### src/rtl/game_logic_if.sv
// Player/frame inputs and rendered game state shared between the game core and its environment.
interface game_logic_if;
  logic       frame_tick;
  logic       p1_up;
  logic       p1_dn;
  logic       p2_up;
  logic       p2_dn;
  logic       start;
  logic [9:0] p1_y;
  logic [9:0] p2_y;
  logic [9:0] ball_x;
  logic [9:0] ball_y;
  logic [3:0] score1;
  logic [3:0] score2;
  logic [1:0] state;

  modport master (
    output frame_tick, p1_up, p1_dn, p2_up, p2_dn, start,
    input  p1_y, p2_y, ball_x, ball_y, score1, score2, state
  );

  modport slave (
    input  frame_tick, p1_up, p1_dn, p2_up, p2_dn, start,
    output p1_y, p2_y, ball_x, ball_y, score1, score2, state
  );
endinterface

### src/rtl/game_logic.sv
// Two-player paddle game core: serve/play/score state machine updated once per frame_tick.
module game_logic #(
  parameter int SCR_W    = 800,
  parameter int SCR_H    = 480,
  parameter int PAD_H    = 64,
  parameter int PAD_W    = 8,
  parameter int BALL     = 8,
  parameter int STEP     = 4,
  parameter int SPD      = 2,
  parameter int WIN      = 9,
  parameter int P1_X     = 16,
  parameter int P2_X     = 776,
  parameter int SERVE_FR = 60
) (
  input  logic         P_CLK,
  input  logic         NRST,
  game_logic_if.slave  bus
);

  typedef enum logic [1:0] {
    IDLE  = 2'd0,
    SERVE = 2'd1,
    PLAY  = 2'd2,
    OVER  = 2'd3
  } state_t;

  localparam int FC_W = (SERVE_FR > 1) ? $clog2(SERVE_FR) : 1;

  localparam logic [9:0] PAD_MAX_V = 10'(SCR_H - PAD_H);
  localparam logic [9:0] PAD_MID_V = 10'((SCR_H - PAD_H) / 2);
  localparam logic [9:0] BALL_CX_V = 10'((SCR_W - BALL) / 2);
  localparam logic [9:0] BALL_CY_V = 10'((SCR_H - BALL) / 2);
  localparam logic [9:0] STEP_V    = 10'(STEP);
  localparam logic [9:0] P1_REST_V = 10'(P1_X + PAD_W);
  localparam logic [9:0] P2_REST_V = 10'(P2_X - BALL);
  localparam logic [9:0] Y_MAX_V   = 10'(SCR_H - BALL);
  localparam logic [3:0] WIN_V     = 4'(WIN);
  localparam logic [FC_W-1:0] FC_LAST = FC_W'(SERVE_FR - 1);

  localparam logic signed [10:0] SPD_S     = 11'(SPD);
  localparam logic signed [10:0] BALL_S    = 11'(BALL);
  localparam logic signed [10:0] PAD_H_S   = 11'(PAD_H);
  localparam logic signed [10:0] P1_X_S    = 11'(P1_X);
  localparam logic signed [10:0] P1_EDGE_S = 11'(P1_X + PAD_W);
  localparam logic signed [10:0] P2_X_S    = 11'(P2_X);
  localparam logic signed [10:0] P2_EDGE_S = 11'(P2_X + PAD_W);
  localparam logic signed [10:0] X_MAX_S   = 11'(SCR_W - BALL);
  localparam logic signed [10:0] Y_MAX_S   = 11'(SCR_H - BALL);
  localparam logic signed [10:0] ZERO_S    = 11'sd0;

  state_t           state_q, state_d;
  logic [9:0]       p1_y_q, p1_y_d;
  logic [9:0]       p2_y_q, p2_y_d;
  logic [9:0]       ball_x_q, ball_x_d;
  logic [9:0]       ball_y_q, ball_y_d;
  logic signed [10:0] dx_q, dx_d;
  logic signed [10:0] dy_q, dy_d;
  logic [3:0]       score1_q, score1_d;
  logic [3:0]       score2_q, score2_d;
  logic             serve_p2_q, serve_p2_d;
  logic [FC_W-1:0]  frame_cnt_q, frame_cnt_d;
  logic             start_q, start_d;

  logic             start_edge;
  logic signed [10:0] nx, ny, p1_s, p2_s;
  logic             p1_hit, p2_hit;
  logic [9:0]       p1_move, p2_move;
  logic [3:0]       score1_inc, score2_inc;

  function automatic logic [9:0] move_pad(input logic [9:0] y, input logic up, input logic dn);
    logic [9:0] r;
    r = y;
    if (up && !dn) begin
      r = (y < STEP_V) ? 10'd0 : y - STEP_V;
    end else if (dn && !up) begin
      r = (y > PAD_MAX_V - STEP_V) ? PAD_MAX_V : y + STEP_V;
    end
    return r;
  endfunction

  assign start_edge = bus.start & ~start_q;

  // Candidate ball position and collision tests use the paddles as they stood before this tick.
  assign nx   = $signed({1'b0, ball_x_q}) + dx_q;
  assign ny   = $signed({1'b0, ball_y_q}) + dy_q;
  assign p1_s = $signed({1'b0, p1_y_q});
  assign p2_s = $signed({1'b0, p2_y_q});

  assign p1_hit = dx_q[10] && (nx <= P1_EDGE_S) && (nx + BALL_S > P1_X_S) &&
                  (ny + BALL_S > p1_s) && (ny < p1_s + PAD_H_S);
  assign p2_hit = !dx_q[10] && (dx_q != ZERO_S) && (nx + BALL_S >= P2_X_S) && (nx < P2_EDGE_S) &&
                  (ny + BALL_S > p2_s) && (ny < p2_s + PAD_H_S);

  assign p1_move = move_pad(p1_y_q, bus.p1_up, bus.p1_dn);
  assign p2_move = move_pad(p2_y_q, bus.p2_up, bus.p2_dn);

  assign score1_inc = (score1_q >= WIN_V) ? WIN_V : score1_q + 4'd1;
  assign score2_inc = (score2_q >= WIN_V) ? WIN_V : score2_q + 4'd1;

  always_comb begin
    state_d     = state_q;
    p1_y_d      = p1_y_q;
    p2_y_d      = p2_y_q;
    ball_x_d    = ball_x_q;
    ball_y_d    = ball_y_q;
    dx_d        = dx_q;
    dy_d        = dy_q;
    score1_d    = score1_q;
    score2_d    = score2_q;
    serve_p2_d  = serve_p2_q;
    frame_cnt_d = frame_cnt_q;
    start_d     = bus.start;

    case (state_q)
      IDLE: begin
        if (start_edge) begin
          state_d     = SERVE;
          serve_p2_d  = 1'b1;
          frame_cnt_d = '0;
        end
      end

      SERVE: begin
        if (bus.frame_tick) begin
          p1_y_d = p1_move;
          p2_y_d = p2_move;
          if (frame_cnt_q == FC_LAST) begin
            state_d     = PLAY;
            frame_cnt_d = '0;
            dx_d        = serve_p2_q ? SPD_S : -SPD_S;
            dy_d        = SPD_S;
          end else begin
            frame_cnt_d = frame_cnt_q + FC_W'(1);
          end
        end
      end

      PLAY: begin
        if (bus.frame_tick) begin
          p1_y_d = p1_move;
          p2_y_d = p2_move;

          if (ny <= ZERO_S) begin
            ball_y_d = 10'd0;
            dy_d     = SPD_S;
          end else if (ny >= Y_MAX_S) begin
            ball_y_d = Y_MAX_V;
            dy_d     = -SPD_S;
          end else begin
            ball_y_d = ny[9:0];
          end

          // A paddle return is resolved before the ball is allowed to leave the field.
          if (p1_hit) begin
            ball_x_d = P1_REST_V;
            dx_d     = SPD_S;
          end else if (p2_hit) begin
            ball_x_d = P2_REST_V;
            dx_d     = -SPD_S;
          end else if (nx < ZERO_S) begin
            score2_d    = score2_inc;
            ball_x_d    = BALL_CX_V;
            ball_y_d    = BALL_CY_V;
            serve_p2_d  = 1'b0;
            frame_cnt_d = '0;
            state_d     = (score2_inc == WIN_V) ? OVER : SERVE;
          end else if (nx > X_MAX_S) begin
            score1_d    = score1_inc;
            ball_x_d    = BALL_CX_V;
            ball_y_d    = BALL_CY_V;
            serve_p2_d  = 1'b1;
            frame_cnt_d = '0;
            state_d     = (score1_inc == WIN_V) ? OVER : SERVE;
          end else begin
            ball_x_d = nx[9:0];
          end
        end
      end

      OVER: begin
        if (start_edge) begin
          state_d     = IDLE;
          p1_y_d      = PAD_MID_V;
          p2_y_d      = PAD_MID_V;
          ball_x_d    = BALL_CX_V;
          ball_y_d    = BALL_CY_V;
          dx_d        = SPD_S;
          dy_d        = SPD_S;
          score1_d    = '0;
          score2_d    = '0;
          serve_p2_d  = 1'b1;
          frame_cnt_d = '0;
        end
      end

      default: state_d = IDLE;
    endcase
  end

  // start_q resets high so a start button held through reset release is not seen as a press.
  always_ff @(posedge P_CLK or negedge NRST) begin
    if (!NRST) begin
      state_q     <= IDLE;
      p1_y_q      <= PAD_MID_V;
      p2_y_q      <= PAD_MID_V;
      ball_x_q    <= BALL_CX_V;
      ball_y_q    <= BALL_CY_V;
      dx_q        <= SPD_S;
      dy_q        <= SPD_S;
      score1_q    <= '0;
      score2_q    <= '0;
      serve_p2_q  <= 1'b1;
      frame_cnt_q <= '0;
      start_q     <= 1'b1;
    end else begin
      state_q     <= state_d;
      p1_y_q      <= p1_y_d;
      p2_y_q      <= p2_y_d;
      ball_x_q    <= ball_x_d;
      ball_y_q    <= ball_y_d;
      dx_q        <= dx_d;
      dy_q        <= dy_d;
      score1_q    <= score1_d;
      score2_q    <= score2_d;
      serve_p2_q  <= serve_p2_d;
      frame_cnt_q <= frame_cnt_d;
      start_q     <= start_d;
    end
  end

  assign bus.p1_y   = p1_y_q;
  assign bus.p2_y   = p2_y_q;
  assign bus.ball_x = ball_x_q;
  assign bus.ball_y = ball_y_q;
  assign bus.score1 = score1_q;
  assign bus.score2 = score2_q;
  assign bus.state  = state_q;

endmodule

### src/flat_wrapper.sv
// flat-port wrapper written by rule: the top's interface ports become plain ports
module game_logic_flat 
#(
  parameter int SCR_W    = 800,
  parameter int SCR_H    = 480,
  parameter int PAD_H    = 64,
  parameter int PAD_W    = 8,
  parameter int BALL     = 8,
  parameter int STEP     = 4,
  parameter int SPD      = 2,
  parameter int WIN      = 9,
  parameter int P1_X     = 16,
  parameter int P2_X     = 776,
  parameter int SERVE_FR = 60
)
  (P_CLK, NRST, bus_frame_tick, bus_p1_up, bus_p1_dn, bus_p2_up, bus_p2_dn, bus_start, bus_p1_y, bus_p2_y, bus_ball_x, bus_ball_y, bus_score1, bus_score2, bus_state);
  game_logic_if bus_i ();
  input  logic P_CLK;
  input  logic NRST;
  input wire logic [$bits(bus_i.frame_tick)-1:0] bus_frame_tick;
  input wire logic [$bits(bus_i.p1_up)-1:0] bus_p1_up;
  input wire logic [$bits(bus_i.p1_dn)-1:0] bus_p1_dn;
  input wire logic [$bits(bus_i.p2_up)-1:0] bus_p2_up;
  input wire logic [$bits(bus_i.p2_dn)-1:0] bus_p2_dn;
  input wire logic [$bits(bus_i.start)-1:0] bus_start;
  output wire logic [$bits(bus_i.p1_y)-1:0] bus_p1_y;
  output wire logic [$bits(bus_i.p2_y)-1:0] bus_p2_y;
  output wire logic [$bits(bus_i.ball_x)-1:0] bus_ball_x;
  output wire logic [$bits(bus_i.ball_y)-1:0] bus_ball_y;
  output wire logic [$bits(bus_i.score1)-1:0] bus_score1;
  output wire logic [$bits(bus_i.score2)-1:0] bus_score2;
  output wire logic [$bits(bus_i.state)-1:0] bus_state;
  assign bus_i.frame_tick = bus_frame_tick;
  assign bus_i.p1_up = bus_p1_up;
  assign bus_i.p1_dn = bus_p1_dn;
  assign bus_i.p2_up = bus_p2_up;
  assign bus_i.p2_dn = bus_p2_dn;
  assign bus_i.start = bus_start;
  assign bus_p1_y = bus_i.p1_y;
  assign bus_p2_y = bus_i.p2_y;
  assign bus_ball_x = bus_i.ball_x;
  assign bus_ball_y = bus_i.ball_y;
  assign bus_score1 = bus_i.score1;
  assign bus_score2 = bus_i.score2;
  assign bus_state = bus_i.state;
  game_logic #(.SCR_W(SCR_W), .SCR_H(SCR_H), .PAD_H(PAD_H), .PAD_W(PAD_W), .BALL(BALL), .STEP(STEP), .SPD(SPD), .WIN(WIN), .P1_X(P1_X), .P2_X(P2_X), .SERVE_FR(SERVE_FR)) u_core (.P_CLK(P_CLK), .NRST(NRST), .bus(bus_i));
endmodule
### config.mk
export PLATFORM = sky130hd
export DESIGN_NAME = game_logic_flat
export DESIGN_NICKNAME = d
export VERILOG_FILES = /design/src/rtl/game_logic_if.sv /design/src/rtl/game_logic.sv /design/src/flat_wrapper.sv
export SDC_FILE = /design/constraint.sdc
export NUM_CORES = 1
export LEC_CHECK = 0
export CAP_MARGIN = 20
export CORE_AREA = 2 2 135 137
export DETAILED_ROUTE_END_ITERATION = 7
export DIE_AREA = 0 0 137 139
export GPL_TIMING_DRIVEN = 0
export PLACE_DENSITY_LB_ADDON = 0.08
export SYNTH_ARGS = -nofsm -noshare
export SYNTH_HDL_FRONTEND = slang
export SYNTH_SLANG_ARGS = --single-unit
### constraint.sdc
create_clock -name P_CLK -period 4.5 [get_ports P_CLK]
set_clock_uncertainty 0.1 [all_clocks]
set_input_delay 0.675 -clock P_CLK [delete_from_list [all_inputs] [get_ports P_CLK]]
set_output_delay 0.675 -clock P_CLK [all_outputs]
set_load 0.005 [all_outputs]
Word-level counts from Yosys, hierarchy flattened
Cells that the tools add are included. Widths: inputs -> output; s select.

Logic and storage cells: 189. Bits of input ports: 8. Bits in registers: 80.

$lt $le $gt $ge: 18. $add $sub $neg: 13. Bitwise gates (word level): 2. Eq/ne operators: 23. Mux-type cells: 85. Reduce and logical (&&, ||, !) cells: 36.

Operator list (number): $mux 10 (25); $mux 11 (12); $pmux 10 s2 (4); $pmux 11 s3 (2); $mux 4 (12); $mux 6 (8); $reduce_and 6->1 (5); $add 10x7->11 const B (2); $add 11x11->11 (2); $add 11x5->11 const B (2); $gt 11x11->1 (2); $lt 11x11->1 (2); $mux 2 (11); $add 10x3->10 const B (2); $gt 10x9->1 const B (2); $lt 10x3->1 const B (2); $sub 10x3->10 const B (2); $pmux 6 s3 (1); $pmux 4 s2 (2); $ne 3x1->1 const B (5); $ne 2x1->1 const B (7); $logic_and 1x1->1 (13); $ge 11x10->1 const B (1); $ge 11x11->1 const B (1); other kinds (29) (50).

Depth between registers and ports, before layout
Gate-level depths: netlist of run 1.

Depth in word-level cells: 11. Mapped depth: 20. Depth with buffers taken out: 18.

Least setup slack after synthesis of run 1
Ideal clock, no wire load.

Kind: register to register. Start point: register u_core.dy_q[9]. End point: register u_core.frame_cnt_q[0]. Slack: -342 ps. Clock period less this slack: 4842 ps. Library setup time: 125 ps. Data arrival time: 4617 ps. Buffers on the path: 1. Cell stages (with the launch flop): 20. Path through: dfrtp_1 ha_1 buf_2 a2111oi_1 o21a_1 o21ai_0 a2111oi_2 nand3_1 xnor2_1 ha_1 and3_1 nand3_1 o21bai_1 a2111o_1 a2111oi_0 and4bb_2 a21o_1 a21o_4 a21oi_4 mux2_4.

Longest elaborated chain between the ends: 7. Elaborated cells on any way between the ends: 13. Those cells by class: 2 x add/sub; 4 x order compare; 2 x eq/ne; 5 x reduce/logical.

RTL lines: from (decl) (RTL line game_logic.sv:57) `logic signed [10:0] dy_q, dy_d;`; from (signal assigned) (RTL line game_logic.sv:222) `dy_q <= dy_d;`; $add 11x11->11 * (RTL line game_logic.sv:85) `assign ny = $signed({1'b0, ball_y_q}) + dy_q;`; $add 11x5->11 (RTL line game_logic.sv:90, game_logic.sv:92); $gt 11x11->1 (on tied branches) (RTL line game_logic.sv:90, game_logic.sv:92); $logic_and 1x1->1 (on tied branches) (RTL line game_logic.sv:89, game_logic.sv:91); $logic_and 1x1->1 (on tied branches) (RTL line game_logic.sv:90, game_logic.sv:92); $ne 2x2->1 (no line); $reduce_and 6->1 (no line) *; to (signal assigned) (RTL line game_logic.sv:226) `frame_cnt_q <= frame_cnt_d;`; to (decl) (RTL line game_logic.sv:61) `logic [FC_W-1:0] frame_cnt_q, frame_cnt_d;`.

Every way passes the cells marked *; elsewhere a longest branch is shown, timed or not. A chain may end at the register's enable or synchronous reset.

Final worst setup path of run 1
Ends and elaborated chain as after synthesis.

==> metrics.md, run 1 <==
| Metric | Value |
|---|---|
| FF+latch area | 1400 sq um |
| Multi-input gate area | 4690 sq um |
| Max incr delay on CP | 0.50 ns |
| Period minus WS final | 5.03 ns |
| Htree depth | 2 |
| Register area share after synthesis | 23.1% |
| Final ANT Viol Nets | 0 |
| Critical Path, Cell by Cell | buf_12 -> ha_4 -> a21o_1 -> nand4_1 -> a221o_1 -> a2111oi_4 -> nand3_2 -> xnor2_2 -> ha_1 -> and3_4 -> nand3_4 -> o21bai_1 -> a2111o_1 -> a2111oi_4 -> and4bb_2 -> a21o_1 -> a21o_4 -> a21oi_4 -> mux2_4 |
| Chip width | 137 um |
| Post-DR vias/cell | 5.63 |
| CP Max Fanout | 6 |
| Violated checks | setup timing |
| R2R cell count | 19 |
| Met3 GRT Util | 2.81% |
| CP startpoint kind | register |
| Worst path bufs/invs | 1 |
| Mapped Cells | 725 |
| Fmax | 0.199 GHz |
| Via count | 5859 |
| Starting Density | 34.2% |
| Vias in the first global route | 5738 |
| Ant. Diodes | 0 |
| Area grow syn2layout | 25.9% |
| Share of layout cells above drive strength 1 | 17.7% |
| Post-placement cell area | 7040 sq um |
| Met2 Use GR | 30.8% |
| Initial DRT Pass Iterations | 4 |
| Period utilization | 112% |
| R2R setup slack | -0.53 ns |
| Number of synthesized flops with an enable pin | 0 |
| Top cell type's share of synthesized area | 15.7% |
| Largest net degree at the start of global routing | 36 |
| Routed WL | 18.4 mm |
| Slowest-stage cell, CP | dfrtp_4 |
| Final Max Slew Viols | 0 |
| Clock transition at path regs | 0.08 ns |
| Slew at the pin closest to its max-slew limit | 0.871 ns |
| WL/cell | 17.7 um |
| Slew margin rel. | 41.2% |
| Total of max-cap violations | 0 |
| Port Buffer Count | 51 |
| Inserted Clock Buffers | 5 |
| Async set or reset register ratio after synthesis | 100% |
| Die H | 139 um |
| Remaining Overflow, GRT | 0 |
| Sink Count | 55 |
| Worst endpoint required time | 4.60 ns |
| Clock Latency Late Sink | 0.31 ns |
| Ys Warns | 0 |
| FF-to-FF End | u_core.frame_cnt_q[0] |
| Nets | 897 |
| Cts hold-fix bufs | 0 |
| Status | complete, but fails checks |
| Busiest grt layer | met2 |
| Area of the mapped netlist | 6050 sq um |
| Synth unique cells | 88 |
| Worst Slack Setup Final | -0.526 ns |
| M1 GR Usage | 28.2% |
| Data arrival time of the worst path | 5.13 ns |
| WS Path Type | reg -> reg |
| Core Area | 17700 sq um |
| Number of DRC markers after the initial detailed-route iteration | 351 |
| Max clock buf depth | 2 |
| Root buf cell | clkbuf_16 |
| Dominant cell by count in the synthesized netlist | ha_1 |
| Critical path endpoint category | register |
| Crit path max-delay family | compound AO/OA/AOI/OAI gates |
| Synthesized area per cell | 8.34 sq um |
| IO Pins | 58 |
| Gpl congestion | 0.851 |
| Total track usage | 19.5% |
| Hold Vio Cnt, Final | 0 |
| Setup-failing EPs final | 36 |
| #FFs+latches synth | 55 |
| Die area | 19000 sq um |
| First-pass GRT wire length | 30.2 mm |
| Antenna violations before repair | 0 |
| Hpwl dp | 13.8 mm |
| Main synth FF type | dfrtp_1 |
| DRC Markers | 0 |
| Largest cells by area after synthesis | dfrtp_1 (16%), ha_1 (16%), dfstp_2 (7.4%) |
| Cell Rows | 49 |
| Core Util, Final | 43.1% |
| RSZ-0062 raised after global routing | yes |
| Synth top cells by count | ha_1 (76), a21oi_1 (55), o21ai_0 (50), inv_1 (49), nor2_1 (47) |
| FILL cells | 1757 |
| Synth area leader | dfrtp_1 |
| Post-layout instance area | 7610 sq um |
| CTS tree | built |
| RR Startpoint | u_core.dy_q[9] |
| Path category of the worst min-delay check | in -> async |
-- cell usage in the layout (no fill, tap or decap), types with 11 or more instances in the layout --
master and count:
nor3_1 20, xnor2_1 11, nand2b_1 11, clkbuf_1 12, buf_4 26, nor2b_1 17
o21ai_0 39, inv_1 49, nor2_1 45, dfrtp_1 36, nand2_1 39, a21oi_1 50
nand3_1 22, ha_1 70, clkdlybuf4s50_1 50, dfstp_2 17, nor3b_1 12, a21o_1 19
-- stage by stage --
step | cells | setup slack (ns) | setup TNS (ns) | hold slack [ns]
after floorplan | 729 | -0.157 | -0.792 | 0.279
after global placement | 1009 | -1.02 | -30.17 | 0.412
after detailed placement | 1011 | -1.02 | -30.36 | 0.406
after CTS | 1032 | -0.527 | -14.72 | 0.256
after global routing | 1041 | -0.754 | -24.10 | 0.274
final | 1041 | -0.526 | -15.14 | 0.245
-- final cells by class --
type / count / area share (%)
Inverter: 49 / 2.42
Tap cell: 229 / 3.76
Timing Repair Buffer: 77 / 9.78
Clock inverter: 3 / 0.329
Sequential cell: 55 / 18.4
Buffer: 28 / 2.10
Multi-Input combinational cell: 595 / 61.5
Clock buffer: 5 / 1.64
-- cell families (layout without fill, tap and decap cells) --
logic type	after synthesis	count (layout)	synth area share, %
flops	55	55	23.1
compound gates	253	253	29.5
xor+xnor	22	22	3.44
fa+ha+maj	78	78	16.4
other cells	1	5	0.0620
mux	9	9	1.66
simple gates	228	228	20.0
buf+inv	79	162	5.82
-- state kept, by name, summed over array words and instances (netlist names) --
signal / count
u_core.serve_p2_q: 1
u_core.dy_q: 1
u_core.bus.ball_x: 9
u_core.frame_cnt_q: 6
u_core.bus.ball_y: 10
u_core.bus.p1_y: 8
u_core.start_q: 1
u_core.bus.score2: 4
u_core.dx_q: 1
u_core.bus.score1: 4
u_core.bus.p2_y: 8
u_core.bus.state: 2
-- worst max path at each step --
stage                    from  cells past startpoint               endpoint  slack, ns
2_1_floorplan  u_core.dy_q[9]                     19  u_core.frame_cnt_q[0]      -0.16
3_3_place_gp   u_core.dy_q[9]                     17  u_core.frame_cnt_q[0]      -1.02
3_5_place_dp   u_core.dy_q[9]                     18  u_core.frame_cnt_q[0]      -1.02
4_1_cts        u_core.dy_q[9]                     19  u_core.frame_cnt_q[0]      -0.53
5_1_grt        u_core.dy_q[9]                     19  u_core.frame_cnt_q[0]      -0.75
6_report       u_core.dy_q[9]                     19  u_core.frame_cnt_q[0]      -0.53
-- repair_timing --
item | in CTS | in global routing
setup endpoints to repair | 36 | 36
pin swaps | 25 | 12
setup buffers | 14 | 10
resized for setup | 35 | 31
-- routing by layer --
metal | vias up | share of wire [%]
li1 | 2877 | -
met2 | 107 | 46
met4 | 0 | 1.4
met1 | 2858 | 50
met3 | 17 | 3.1
met5 | - | 0
-- worst register-to-register path, stage by stage, from the launching register on --
cell       delay [ns]
dfrtp_4          0.50
buf_12           0.16
ha_4             0.30
a21o_1           0.15
nand4_1          0.17
a221o_1          0.43
a2111oi_4        0.40
nand3_2          0.14
xnor2_2          0.18
ha_1             0.31
and3_4           0.20
nand3_4          0.07
o21bai_1         0.16
a2111o_1         0.41
a2111oi_4        0.19
and4bb_2         0.31
a21o_1           0.15
a21o_4           0.17
a21oi_4          0.09
mux2_4           0.33
Power of run 1 is not shown: default switching activity piles up to over one toggle a cycle in this logic, so the estimate is an artifact.
==> inputs of run 2 (changes only) <==
==> constraint.sdc (replaced) <==
create_clock -name P_CLK -period 4.5 [get_ports P_CLK]
set_clock_uncertainty 0.1 [all_clocks]
set_input_delay 0.9 -clock P_CLK [delete_from_list [all_inputs] [get_ports P_CLK]]
set_output_delay 0.9 -clock P_CLK [all_outputs]
set_load 0.005 [all_outputs]
==> results of run 2 <==
Same layout as run 1 (identical final DEF). Status: complete, but fails checks: setup timing.
Main changes from that run: hold slack 0.245 ns -> 0.420 ns
Power of run 2 is left out for the same reason.
==> inputs of run 3 (changes only) <==
--- a/config.mk
+++ b/config.mk
@@ -14,3 +14,4 @@
 export SYNTH_ARGS = -nofsm -noshare
 export SYNTH_HDL_FRONTEND = slang
 export SYNTH_SLANG_ARGS = --single-unit
+export TNS_END_PERCENT = 30
==> run 3 against run 2 <==
Net effect: setup slack better by 0.038 ns; highest routed layer unchanged; critical path depth stayed put; core utilization hardly changed; sequential cell count stayed put; non-clock buffer count is 3 higher; first-iteration DRC count is 22% lower; die area stayed put; sequential share of layout area hardly changed; the run still ends with setup timing left; via count is 0.32% lower; maximum frequency is 0.76% higher; critical path type unchanged.
==> metrics.md, run 3 (synthesis gave the netlist of run 1 again) <==
| Metric | Value |
|---|---|
| Status | complete, but fails checks |
| Violated checks | setup timing |
| Period minus WS final | 4.99 ns (-0.0378 ns) |
| Data arrival time of the worst path | 5.10 ns (-0.03 ns) |
| Max clock buf depth | 2 (unchanged) |
| Final Max Slew Viols | 0 (unchanged) |
| Critical path endpoint category | register |
| Total of max-cap violations | 0 (unchanged) |
| Number of DRC markers after the initial detailed-route iteration | 273 (-22%) |
| Vias in the first global route | 5669 (-1.2%) |
| Path category of the worst min-delay check | reg -> reg |
| Via count | 5840 (-0.32%) |
| Die H | 139 um (unchanged) |
| Antenna violations before repair | 0 (unchanged) |
| Initial DRT Pass Iterations | 4 (unchanged) |
| Total track usage | 19.7% (+0.20 points) |
| Hold Slack | 0.417 ns |
| Slew margin rel. | 41.5% (+0.32 points) |
| Slowest-stage cell, CP | dfrtp_4 |
| Hpwl dp | 13.9 mm (+0.43%) |
| FILL cells | 1772 (+0.85%) |
| Largest net degree at the start of global routing | 37 (+2.8%) |
| Hold Vio Cnt, Final | 0 (unchanged) |
| CTS tree | built |
| DRC Markers | 0 (unchanged) |
| Ant. Diodes | 0 (unchanged) |
| Gpl congestion | 0.844 (-0.86%) |
| CP startpoint kind | register |
| Crit path max-delay family | compound AO/OA/AOI/OAI gates |
| Worst Slack Setup Final | -0.488 ns (+0.0378 ns) |
| IO Pins | 58 (unchanged) |
| Hold Path Cell Cnt | 2 |
| Core Area | 17700 sq um (unchanged) |
| Inserted Clock Buffers | 5 (unchanged) |
| Hold Path End | u_core.bus.ball_x[7] |
| Starting Density | 34.2% (unchanged) |
| First-pass GRT wire length | 30.2 mm (+0.23%) |
| Most common cell after layout, fill and taps aside | ha_1 |
| WL/cell | 17.7 um (about the same) |
| Worst endpoint required time | 4.61 ns (about the same) |
| Nets | 900 (+0.33%) |
| FF-to-FF End | u_core.frame_cnt_q[0] |
| Final ANT Viol Nets | 0 (unchanged) |
| RSZ-0062 raised after global routing | yes |
| Post-DR vias/cell | 5.59 (-0.61%) |
| Remaining Overflow, GRT | 0 (unchanged) |
| Setup-failing EPs final | 36 (unchanged) |
| RR Startpoint | u_core.dy_q[9] |
| Area grow syn2layout | 26.0% (about the same) |
| Die area | 19000 sq um (unchanged) |
| Most frequent cells in the layout | ha_1 (68), a21oi_1 (52), clkdlybuf4s50_1 (50), inv_1 (48), nor2_1 (45) |
| CP Max Fanout | 8 (+2) |
| Max incr delay on CP | 0.57 ns (+0.07 ns) |
| Share of layout cells above drive strength 1 | 17.9% (+0.18 points) |
| Clock Latency Late Sink | 0.32 ns (about the same) |
| Critical Path, Cell by Cell | buf_6 -> ha_4 -> buf_4 -> nand4_1 -> a221o_1 -> a2111oi_4 -> nand3_2 -> xnor2_2 -> ha_1 -> and3_4 -> nand3_4 -> o21bai_1 -> a2111o_1 -> a2111oi_2 -> and4bb_2 -> a21o_1 -> a21o_4 -> a21oi_4 -> mux2_4 |
| R2R setup slack | -0.49 ns (+0.04 ns) |
| Worst path bufs/invs | 2 (+1) |
| Largest register FFs | 10 (unchanged) |
| Period utilization | 111% (-0.84 points) |
| Htree depth | 2 (unchanged) |
| Sink Count | 55 (unchanged) |
| Min-delay src | u_core.bus.ball_x[7] |
| Cts hold-fix bufs | 0 (unchanged) |
| Fmax | 0.200 GHz (+0.76%) |
| Routed WL | 18.4 mm (+0.39%) |
| R2R cell count | 19 (unchanged) |
| Slew at the pin closest to its max-slew limit | 0.866 ns (-0.00481 ns) |
| Port Buffer Count | 51 (unchanged) |
| Chip width | 137 um (unchanged) |
| Cell Rows | 49 (unchanged) |
| Clock transition at path regs | 0.09 ns (about the same) |
| WS Path Type | reg -> reg |
| Root buf cell | clkbuf_16 |
[run 3: area by class of cell]
type / instances / area (sq um) / share of cell area, %
Buffer: 27 / 155 / 2.04
Tap cell: 229 / 287 / 3.76
Sequential cell: 55 / 1400 / 18.4
Clock inverter: 3 / 22.5 / 0.296
Timing Repair Buffer: 81 / 764 / 10.0
Multi-Input combinational cell: 595 / 4680 / 61.4
Clock buffer: 5 / 125 / 1.64
Inverter: 49 / 184 / 2.41
[run 3: worst max path at each step]
stage,from,endpoint,slack (ns),depth (start not counted)
5_1_grt,u_core.dy_q[9],u_core.frame_cnt_q[0],-0.71,19
2_1_floorplan,u_core.dy_q[9],u_core.frame_cnt_q[0],-0.16,19
6_report,u_core.dy_q[9],u_core.frame_cnt_q[0],-0.49,19
3_5_place_dp,u_core.dy_q[9],u_core.frame_cnt_q[0],-1.03,18
3_3_place_gp,u_core.dy_q[9],u_core.frame_cnt_q[0],-1.02,17
4_1_cts,u_core.dy_q[9],u_core.frame_cnt_q[0],-0.46,19
[run 3: through the flow]
stage	instances	cell area (sq um)	setup WS [ns]	util, %	setup TNS [ns]
after floorplan	729	6220	-0.157	-	-0.805
after global placement	1009	7010	-1.02	39.7	-30.38
after detailed placement	1011	7040	-1.03	39.9	-31.32
after CTS	1034	7420	-0.465	42.0	-12.81
after global routing	1044	7620	-0.714	43.1	-22.45
final	1044	7620	-0.488	43.1	-13.67
[run 3: routing by layer]
layer	share of wire, %	global-route usage [%]	vias up
li1	-	-	2883
met1	48	28.6	2816
met2	46	30.8	119
met3	3.1	2.63	22
met4	2.0	4.94	0
met5	0	0	-
[run 3: worst register-to-register path, cell delays in order (launching register included)]
cell,delay [ns]
dfrtp_4,0.57
buf_6,0.16
ha_4,0.27
buf_4,0.14
nand4_1,0.15
a221o_1,0.46
a2111oi_4,0.29
nand3_2,0.14
xnor2_2,0.19
ha_1,0.31
and3_4,0.20
nand3_4,0.07
o21bai_1,0.16
a2111o_1,0.39
a2111oi_2,0.28
and4bb_2,0.31
a21o_1,0.14
a21o_4,0.16
a21oi_4,0.08
mux2_4,0.33
[run 3: timing repair]
item | in CTS | in global routing
resized for setup | 35 | 31
buffers inserted | 16 | 12
pin swaps | 26 | 20
endpoints found under the setup margin | 36 | 36
gates cloned | 0 | 0
Power of run 3 is left out for the same reason.
